[src/rtl/sram_1rw_pkg.sv]
// Shared types and default geometry for the 1rw SRAM request controller.
// Defaults match the 15x4096 macro.
package sram_1rw_pkg;

  typedef enum logic {
    S_INIT,
    S_RUN
  } state_e;

  localparam int unsigned DEF_BITS       = 15;
  localparam int unsigned DEF_WORD_DEPTH = 4096;
  localparam int unsigned DEF_ADDR_WIDTH = 12;

  // Width of an occupancy counter that must represent 0..depth inclusive.
  function automatic int unsigned cntWidth(input int unsigned depth);
    return $clog2(depth + 1);
  endfunction

endpackage

[src/rtl/sram_1rw_req_ctrl_fifo.sv]
// Small synchronous response FIFO with an occupancy count.
// The head is read from registered storage, so nothing combinational reaches rdata_o.
module sram_rsp_fifo
  import sram_1rw_pkg::*;
#(
  parameter int unsigned WIDTH = 15,
  parameter int unsigned DEPTH = 3
) (
  input  logic                       clk,
  input  logic                       reset,
  input  logic                       push_i,
  input  logic [WIDTH-1:0]           wdata_i,
  input  logic                       pop_i,
  output logic                       valid_o,
  output logic [WIDTH-1:0]           rdata_o,
  output logic [cntWidth(DEPTH)-1:0] count_o
);

  localparam int unsigned CW = cntWidth(DEPTH);
  localparam int unsigned PW = (DEPTH > 1) ? $clog2(DEPTH) : 1;

  logic [WIDTH-1:0] mem_q [DEPTH];
  logic [PW-1:0]    wr_ptr_q, rd_ptr_q;
  logic [CW-1:0]    count_q;
  logic             do_push, do_pop, full;

  function automatic logic [PW-1:0] incPtr(input logic [PW-1:0] p);
    return (p == PW'(DEPTH - 1)) ? '0 : p + PW'(1);
  endfunction

  assign full    = (count_q == CW'(DEPTH));
  assign do_pop  = pop_i && (count_q != '0);
  assign do_push = push_i && (!full || do_pop);

  always_ff @(posedge clk) begin
    if (reset) begin
      wr_ptr_q <= '0;
      rd_ptr_q <= '0;
      count_q  <= '0;
      for (int i = 0; i < int'(DEPTH); i++) mem_q[i] <= '0;
    end else begin
      if (do_push) begin
        mem_q[wr_ptr_q] <= wdata_i;
        wr_ptr_q        <= incPtr(wr_ptr_q);
      end
      if (do_pop) rd_ptr_q <= incPtr(rd_ptr_q);
      case ({do_push, do_pop})
        2'b10:   count_q <= count_q + CW'(1);
        2'b01:   count_q <= count_q - CW'(1);
        default: count_q <= count_q;
      endcase
    end
  end

  assign valid_o = (count_q != '0);
  assign rdata_o = mem_q[rd_ptr_q];
  assign count_o = count_q;

endmodule

[src/rtl/sram_1rw_req_ctrl.sv]
// Initiator-side controller for a single-port 1rw SRAM macro: request stream in,
// macro pins out, read data back on a response stream, optional zero-fill after reset.
module sram_1rw_req_ctrl
  import sram_1rw_pkg::*;
#(
  parameter int unsigned BITS       = DEF_BITS,
  parameter int unsigned WORD_DEPTH = DEF_WORD_DEPTH,
  parameter int unsigned ADDR_WIDTH = DEF_ADDR_WIDTH,
  parameter int unsigned RSP_DEPTH  = 3,
  parameter bit          INIT_EN    = 1'b1
) (
  input  logic                  clk,
  input  logic                  reset,
  input  logic                  req_valid,
  output logic                  req_ready,
  input  logic                  req_we,
  input  logic [ADDR_WIDTH-1:0] req_addr,
  input  logic [BITS-1:0]       req_wdata,
  input  logic [BITS-1:0]       req_wmask,
  output logic                  rsp_valid,
  input  logic                  rsp_ready,
  output logic [BITS-1:0]       rsp_rdata,
  output logic                  init_done,
  output logic                  sram_ce,
  output logic                  sram_we,
  output logic [ADDR_WIDTH-1:0] sram_addr,
  output logic [BITS-1:0]       sram_wd,
  output logic [BITS-1:0]       sram_w_mask,
  input  logic [BITS-1:0]       sram_rd
);

  localparam int unsigned CW = cntWidth(RSP_DEPTH);
  localparam logic [ADDR_WIDTH:0]   DEPTH_W   = (ADDR_WIDTH + 1)'(WORD_DEPTH);
  localparam logic [ADDR_WIDTH-1:0] LAST_ADDR = ADDR_WIDTH'(WORD_DEPTH - 1);

  state_e                state_q;
  logic [ADDR_WIDTH-1:0] init_cnt_q;
  logic                  init_done_q;
  logic                  rd_inflight_q;
  logic                  rd_oor_q;

  logic [CW-1:0]         fifo_count;
  logic                  fire, in_range;
  logic [BITS-1:0]       push_data;

  // Credit counts both queued responses and the read whose data arrives next cycle.
  assign req_ready = !reset && (state_q == S_RUN) &&
                     (({1'b0, fifo_count} + {{CW{1'b0}}, rd_inflight_q}) < (CW + 1)'(RSP_DEPTH));
  assign fire      = req_valid && req_ready;
  assign in_range  = ({1'b0, req_addr} < DEPTH_W);
  assign init_done = init_done_q;

  always_ff @(posedge clk) begin
    if (reset) begin
      state_q       <= INIT_EN ? S_INIT : S_RUN;
      init_cnt_q    <= '0;
      init_done_q   <= !INIT_EN;
      rd_inflight_q <= 1'b0;
      rd_oor_q      <= 1'b0;
    end else begin
      rd_inflight_q <= fire && !req_we;
      rd_oor_q      <= !in_range;
      if (state_q == S_INIT) begin
        if (init_cnt_q == LAST_ADDR) begin
          state_q     <= S_RUN;
          init_done_q <= 1'b1;
          init_cnt_q  <= '0;
        end else begin
          init_cnt_q <= init_cnt_q + ADDR_WIDTH'(1);
        end
      end
    end
  end

  // Macro pins are forced to zero whenever ce is low so the macro never sees X.
  always_comb begin
    sram_ce     = 1'b0;
    sram_we     = 1'b0;
    sram_addr   = '0;
    sram_wd     = '0;
    sram_w_mask = '0;
    if (reset) begin
      sram_ce = 1'b0;
    end else if (state_q == S_INIT) begin
      sram_ce     = 1'b1;
      sram_we     = 1'b1;
      sram_addr   = init_cnt_q;
      sram_w_mask = '1;
    end else if (fire && in_range) begin
      sram_ce   = 1'b1;
      sram_we   = req_we;
      sram_addr = req_addr;
      if (req_we) begin
        sram_wd     = req_wdata;
        sram_w_mask = req_wmask;
      end
    end
  end

  assign push_data = rd_oor_q ? '0 : sram_rd;

  sram_rsp_fifo #(
    .WIDTH (BITS),
    .DEPTH (RSP_DEPTH)
  ) u_rsp_fifo (
    .clk     (clk),
    .reset   (reset),
    .push_i  (rd_inflight_q),
    .wdata_i (push_data),
    .pop_i   (rsp_ready),
    .valid_o (rsp_valid),
    .rdata_o (rsp_rdata),
    .count_o (fifo_count)
  );

endmodule

[config.mk]
export PLATFORM = sky130hd
export DESIGN_NAME = sram_1rw_req_ctrl
export DESIGN_NICKNAME = d
export VERILOG_FILES = /design/src/rtl/sram_1rw_pkg.sv /design/src/rtl/sram_1rw_req_ctrl_fifo.sv /design/src/rtl/sram_1rw_req_ctrl.sv
export SDC_FILE = /design/constraint.sdc
export NUM_CORES = 1
export LEC_CHECK = 0
export ABC_AREA = 1
export CORE_UTILIZATION = 43
export CTS_BUF_LIST = sky130_fd_sc_hd__clkbuf_4 sky130_fd_sc_hd__clkbuf_8 sky130_fd_sc_hd__clkbuf_16
export DETAILED_ROUTE_END_ITERATION = 8
export PLACE_DENSITY = 0.77
export SLEW_MARGIN = 20
export SYNTH_ARGS = -nofsm -noshare
export SYNTH_HDL_FRONTEND = slang
export SYNTH_SLANG_ARGS = --single-unit
[constraint.sdc]
create_clock -name clk -period 2.9 [get_ports clk]
set_clock_uncertainty 0.1 [all_clocks]
set_input_delay 0.58 -clock clk [delete_from_list [all_inputs] [get_ports clk]]
set_output_delay 0.58 -clock clk [all_outputs]
set_load 0.01 [all_outputs]
# Word-level counts from Yosys, hierarchy flattened
# Memories as Yosys holds them, arrays and structs flattened. A register that Yosys moved wholly into a read port is not among the register bits.
# Cells that the tools add are included.
# totals
ff_bits	21
latch_bits	0
ram_bits	45
romBits	0
inputBits	62
output_inout_bits	62
elab_cells	69
mem_count	1
# op_classes
n_addsub	6
multipliers	0
div_mod_pow	0
n_lt_le_gt_ge	1
n_eq_ne	6
shifts	0
mux	33
bitwise	1
reduce_logical	14
# mem_list
name	depth	word_bits	rd	rd_clocked_by_memory_dff	wr	line	rtl
u_rsp_fifo.mem_q	3	15	1	1	3	sram_1rw_req_ctrl_fifo.sv:22	logic [WIDTH-1:0] mem_q [DEPTH];
# ops
cell	count
15-bit two-way mux	9
12-bit two-way mux	4
15-bit OR reduction	1
1-bit two-way mux	14
12-bit by 1-bit adder with 12-bit output (second input constant)	1
12-bit equality test (second input constant)	1
2-bit two-way mux	5
2-bit equality test (second input constant)	4
2-bit by 1-bit adder with 2-bit output (second input constant)	3
1-bit logical AND	6
2-bit case mux with 2 select lines	1
2-bit nonzero test	2
2-bit by 1-bit adder with 3-bit output	1
1-bit zero test	3
3-bit by 2-bit less-than comparator with 1-bit output (second input constant)	1
2-bit by 1-bit equality test with 1-bit output (second input constant)	1
2-bit AND reduction	1
2-bit by 1-bit subtractor with 2-bit output (second input constant)	1
1-bit logical OR	1
1-bit NOT	1

# Depth between registers and ports, before layout
# depth
word_depth	9
mapped_depth	9
mapped_depth_nobuf	9

# Cells and area by module
# A second synthesis with hierarchy kept.
# hier_totals
cells_unflattened	488
hier_area_um2	4310.4
# modules_own_cells
mod	n_inst	cells_per_inst	area_each_um2	seq_area_each_um2
sram_rsp_fifo	1	258	2914.0	1961.9
sram_1rw_req_ctrl	1	230	1396.3	300.3

# Worst setup path before layout
# OpenSTA, ideal clock, no wires.
# synth_timing
path_kind	in2reg
start	in reset
end	mem u_rsp_fifo.mem_q[3][0] (enable)
setup_time_ps	426
t_arrival_ps	2472
t_required_ps	2374
slack_ps	-98
cell_stages	3
n_path_buf	2
path_cell_list	buf_2 > buf_1 > nor4_1
# synth_rtl
item	line	rtl
start, declared	sram_1rw_req_ctrl.sv:13	input logic reset,
end, declared	sram_1rw_req_ctrl_fifo.sv:22	

# Final worst setup path
# layout_timing
start	reg u_rsp_fifo.count_q[0] (netlist: u_rsp_fifo.count_o[0])
end	out sram_w_mask[1]
# layout_between
elab_chain_cells	7
# layout_lines
item	line	rtl
start, declared	sram_1rw_req_ctrl_fifo.sv:24	logic [CW-1:0] count_q;
start signal, assigned	sram_1rw_req_ctrl_fifo.sv:48	2'b10: count_q <= count_q + CW'(1);
start signal, assigned	sram_1rw_req_ctrl_fifo.sv:49	2'b01: count_q <= count_q - CW'(1);
start signal, assigned	sram_1rw_req_ctrl_fifo.sv:50	default: count_q <= count_q;
2-bit by 1-bit adder with 3-bit output	sram_1rw_req_ctrl.sv:48	(({1'b0, fifo_count} + {{CW{1'b0}}, rd_inflight_q}) < (CW + 1)'(RSP_DEPTH));
3-bit by 2-bit less-than comparator with 1-bit output	sram_1rw_req_ctrl.sv:48	
1-bit logical AND	sram_1rw_req_ctrl.sv:47	assign req_ready = !reset && (state_q == S_RUN) &&
1-bit logical AND	sram_1rw_req_ctrl.sv:49	assign fire = req_valid && req_ready;
15-bit two-way mux	sram_1rw_req_ctrl.sv:89	end else if (fire && in_range) begin
15-bit two-way mux	sram_1rw_req_ctrl.sv:84	end else if (state_q == S_INIT) begin
15-bit two-way mux	sram_1rw_req_ctrl.sv:82	if (reset) begin
end, declared	sram_1rw_req_ctrl.sv:28	output logic [BITS-1:0] sram_w_mask,
# Every way passes these cells.

==> out/metrics.csv <==
stage,metric,value,unit
outcome,outcome,finished clean,
cts,Root Driver,clkbuf_8,
sta,relative slew slack,69.3,%
setup_path,Crit. End Element,output pin,
sta,Fin Setup TNS,0,ns
drt,"antenna viol nets, final",0,
placed_design,PortBufs,123,
synthesis,synthesized instance count,467,
synthesis,net count after synthesis,533,
grt,gr ovfl total,0,
cts,CTS max path bufs,2,
setup_path,critical path class,flop to output pin,
grt,global-route usage over all layers,22.2,%
cts,Num CTS Buffers,9,
synthesis,Post-Syn Area per Cell,8.69,um2
sta,fin crit share,97.0,%
pwr,Lkg Pwr,2.38,nW
pwr,Max VDD drop,0.260,mV
floorplanning,DIE HEIGHT,99.2,um
final_layout,ant diodes,0,
setup_path,WP data arrival,2.13,ns
grt,number of global-route vias before repair,3641,
synthesis,mapped cell area,4060,um2
sta,crit path time final,2.81,ns
floorplanning,row count,35,
placed_design,Routability Congestion,0.846,
placed_design,Post-Place Cells,698,
final_layout,Finished Layout Cells,719,
grt,first-pass GRT wire length,16900,um
final_layout,nets,669,
sta,final hold vios,0,
sta,final slew viol count,0,
floorplanning,IO Pins,124,
cts,total clock sinks,83,
sta,Worst Tran Pin Value,0.460,ns
placed_design,post-DP HPWL,7500,um
drt,drt first pass iters,4,
cts,CTS tree,done,
drt,number of vias per cell,5.24,
floorplanning,die width,99.2,um
pwr,PwrDens,420,nW/um2
drt,routed via count,3766,
cts,clock latency on the worst-skew pair,0.36,ns
drt,DRT Wirelength,10700,um
cts,H-tree depth,3,
run,Max Cap Violations,0,
final_layout,Final Instance Area,5820,um2
synthesis,register area share after synthesis,55.7,%
cts,clock-pin slew on the worst setup and hold paths,0.09,ns
drt,DRT iter0 DRCs,170,
synthesis,Yosys cell types,30,
hold_path,hold crit path type,flop to flop,
setup_path,CP required,2.22,ns
grt,largest net degree at the start of global routing,30,
floorplanning,Starting Density,44.1,%
final_layout,synth-to-layout area growth,43.3,%
synthesis,YS warnings,0,
sta,Fmax,355,MHz
drt,routed len/inst,14.9,um
final_layout,"commonest non-fill, non-tap cell in the layout",nor2_1,
floorplanning,Die ar.,9830,um2
setup_path,Setup crit start kind,flop,
placed_design,Post-DP Area,5530,um2
grt,initial antenna violation count,0,
floorplanning,core box area,9200,um2
setup_path,critical path peak fanout,6,
sta,minimum hold slack,0.372,ns
drt,DRC Markers,0,
final_layout,fraction of layout cells with a size suffix above 1,12.3,%
sta,final setup vio count,0,
synthesis,register bit count reported by yosys,83,
final_layout,most frequent cells in the layout,"nor2_1 (117), clkdlybuf4s50_1 (78), edfxtp_1 (60), o21ai_0 (54), nand2_1 (51)",
final_layout,fillers,781,
## final timing paths
path / cells past startpoint / slack (ns) / end / from
setup / recovery: 9 / 0.09 / sram_w_mask[1] / u_rsp_fifo.count_o[0]
hold / removal: 2 / 0.37 / init_done / init_done
setup reg to reg: 9 / 0.90 / init_cnt_q[11] / state_q
hold reg to reg: 2 / 0.37 / init_done / init_done
## layer usage
metal / GRT usage, % / wire [um] / up-vias / part of all wire [%]
met5: 0 / 0 / - / 0
met4: 8.03 / 167 / 0 / 1.6
met3: 6.54 / 768 / 13 / 7.2
met2: 39.8 / 5420 / 149 / 51
met1: 25.2 / 4360 / 1735 / 41
li1: - / - / 1869 / -
## critical path, cell delays in order, from the launching register on
cell and delay, ns:
dfxtp_4 0.36, ha_2 0.19, ha_4 0.21, nand2_1 0.05
nor3b_4 0.25, buf_6 0.16, buf_16 0.11, nand4_1 0.09
a21oi_2 0.13, clkdlybuf4s15_2 0.23
## cell families (layout without fill, tap and decap cells)
kind of cell	Yosys count	count (layout)	synth area share, %
AO/OA/AOI/OAI	103	104	13.5
flip-flops	83	83	55.7
XOR/XNOR	3	3	0.647
AND/OR/NAND/NOR	209	209	22.1
buffers and inverters	65	205	6.75
adder cells (fa/ha/maj)	4	4	1.23
## per-stage QoR
| step | total power, mW | util, % | worst slack [ns] |
|---|---|---|---|
| finish | 2.44 | 63.2 | 0.0863 |
| global route | 2.53 | 63.2 | -0.0333 |
| CTS | 2.46 | 62.7 | -0.0409 |
| detailed placement | 1.57 | 60.1 | -0.249 |
| global placement | 1.56 | 60.1 | -0.207 |
| floorplan | 1.40 | - | 0.515 |
## repair_timing
action,4_1_cts,5_1_grt
setup buffers,0,2
endpoints found under the setup margin,44,45
endpoints found under the hold margin,0,0
gates cloned,1,2
hold buffers,0,0
pin swaps,0,3
resized for setup,68,30
## layout make-up
cell class / count / area (um2) / share of cell area, %
sequential: 83 / 2270 / 39.0
multi-input combinational: 320 / 1590 / 27.3
timing repair buffer: 152 / 1460 / 25.1
inverter: 37 / 140 / 2.41
tap: 111 / 139 / 2.39
clock buffer: 10 / 131 / 2.26
clock inverter: 6 / 90.1 / 1.55
## cells in the mapped netlist, drive strengths merged
cell type / number / area [um2]
ha: 4 / 50.1
nor4: 1 / 6.26
o211a: 1 / 10.0
a21oi: 29 / 149
nor3: 5 / 25.0
edfxtp: 60 / 1800
nand4: 19 / 119
nor3b: 2 / 31.3
inv: 36 / 135
xor2: 3 / 26.3
nand3b: 1 / 7.51
o21bai: 1 / 7.51
a211oi: 1 / 7.51
o21ai: 55 / 275
nand3: 11 / 60.1
dfxtp: 23 / 460
clkinv: 1 / 5.00
buf: 11 / 70.1
clkbuf: 17 / 63.8
o22ai: 16 / 100
nor2: 117 / 439
nand2: 53 / 209
## registers in the layout, summed over array words and instances, names as in the netlist, named ones only
| signal | count |
|---|---|
| u_rsp_fifo.mem_q | 60 |
| init_cnt_q | 12 |
| u_rsp_fifo.count_o | 2 |
| u_rsp_fifo.rd_ptr_q | 2 |
| u_rsp_fifo.wr_ptr_q | 2 |
| init_done | 1 |
| rd_inflight_q | 1 |
| state_q | 1 |
## power breakdown
part	internal (mW)	switching [mW]
logic	0.129	0.102
clock network	0.496	0.416
registers	1.29	0.00908
Note: power is estimated with default switching activity, not from simulation.
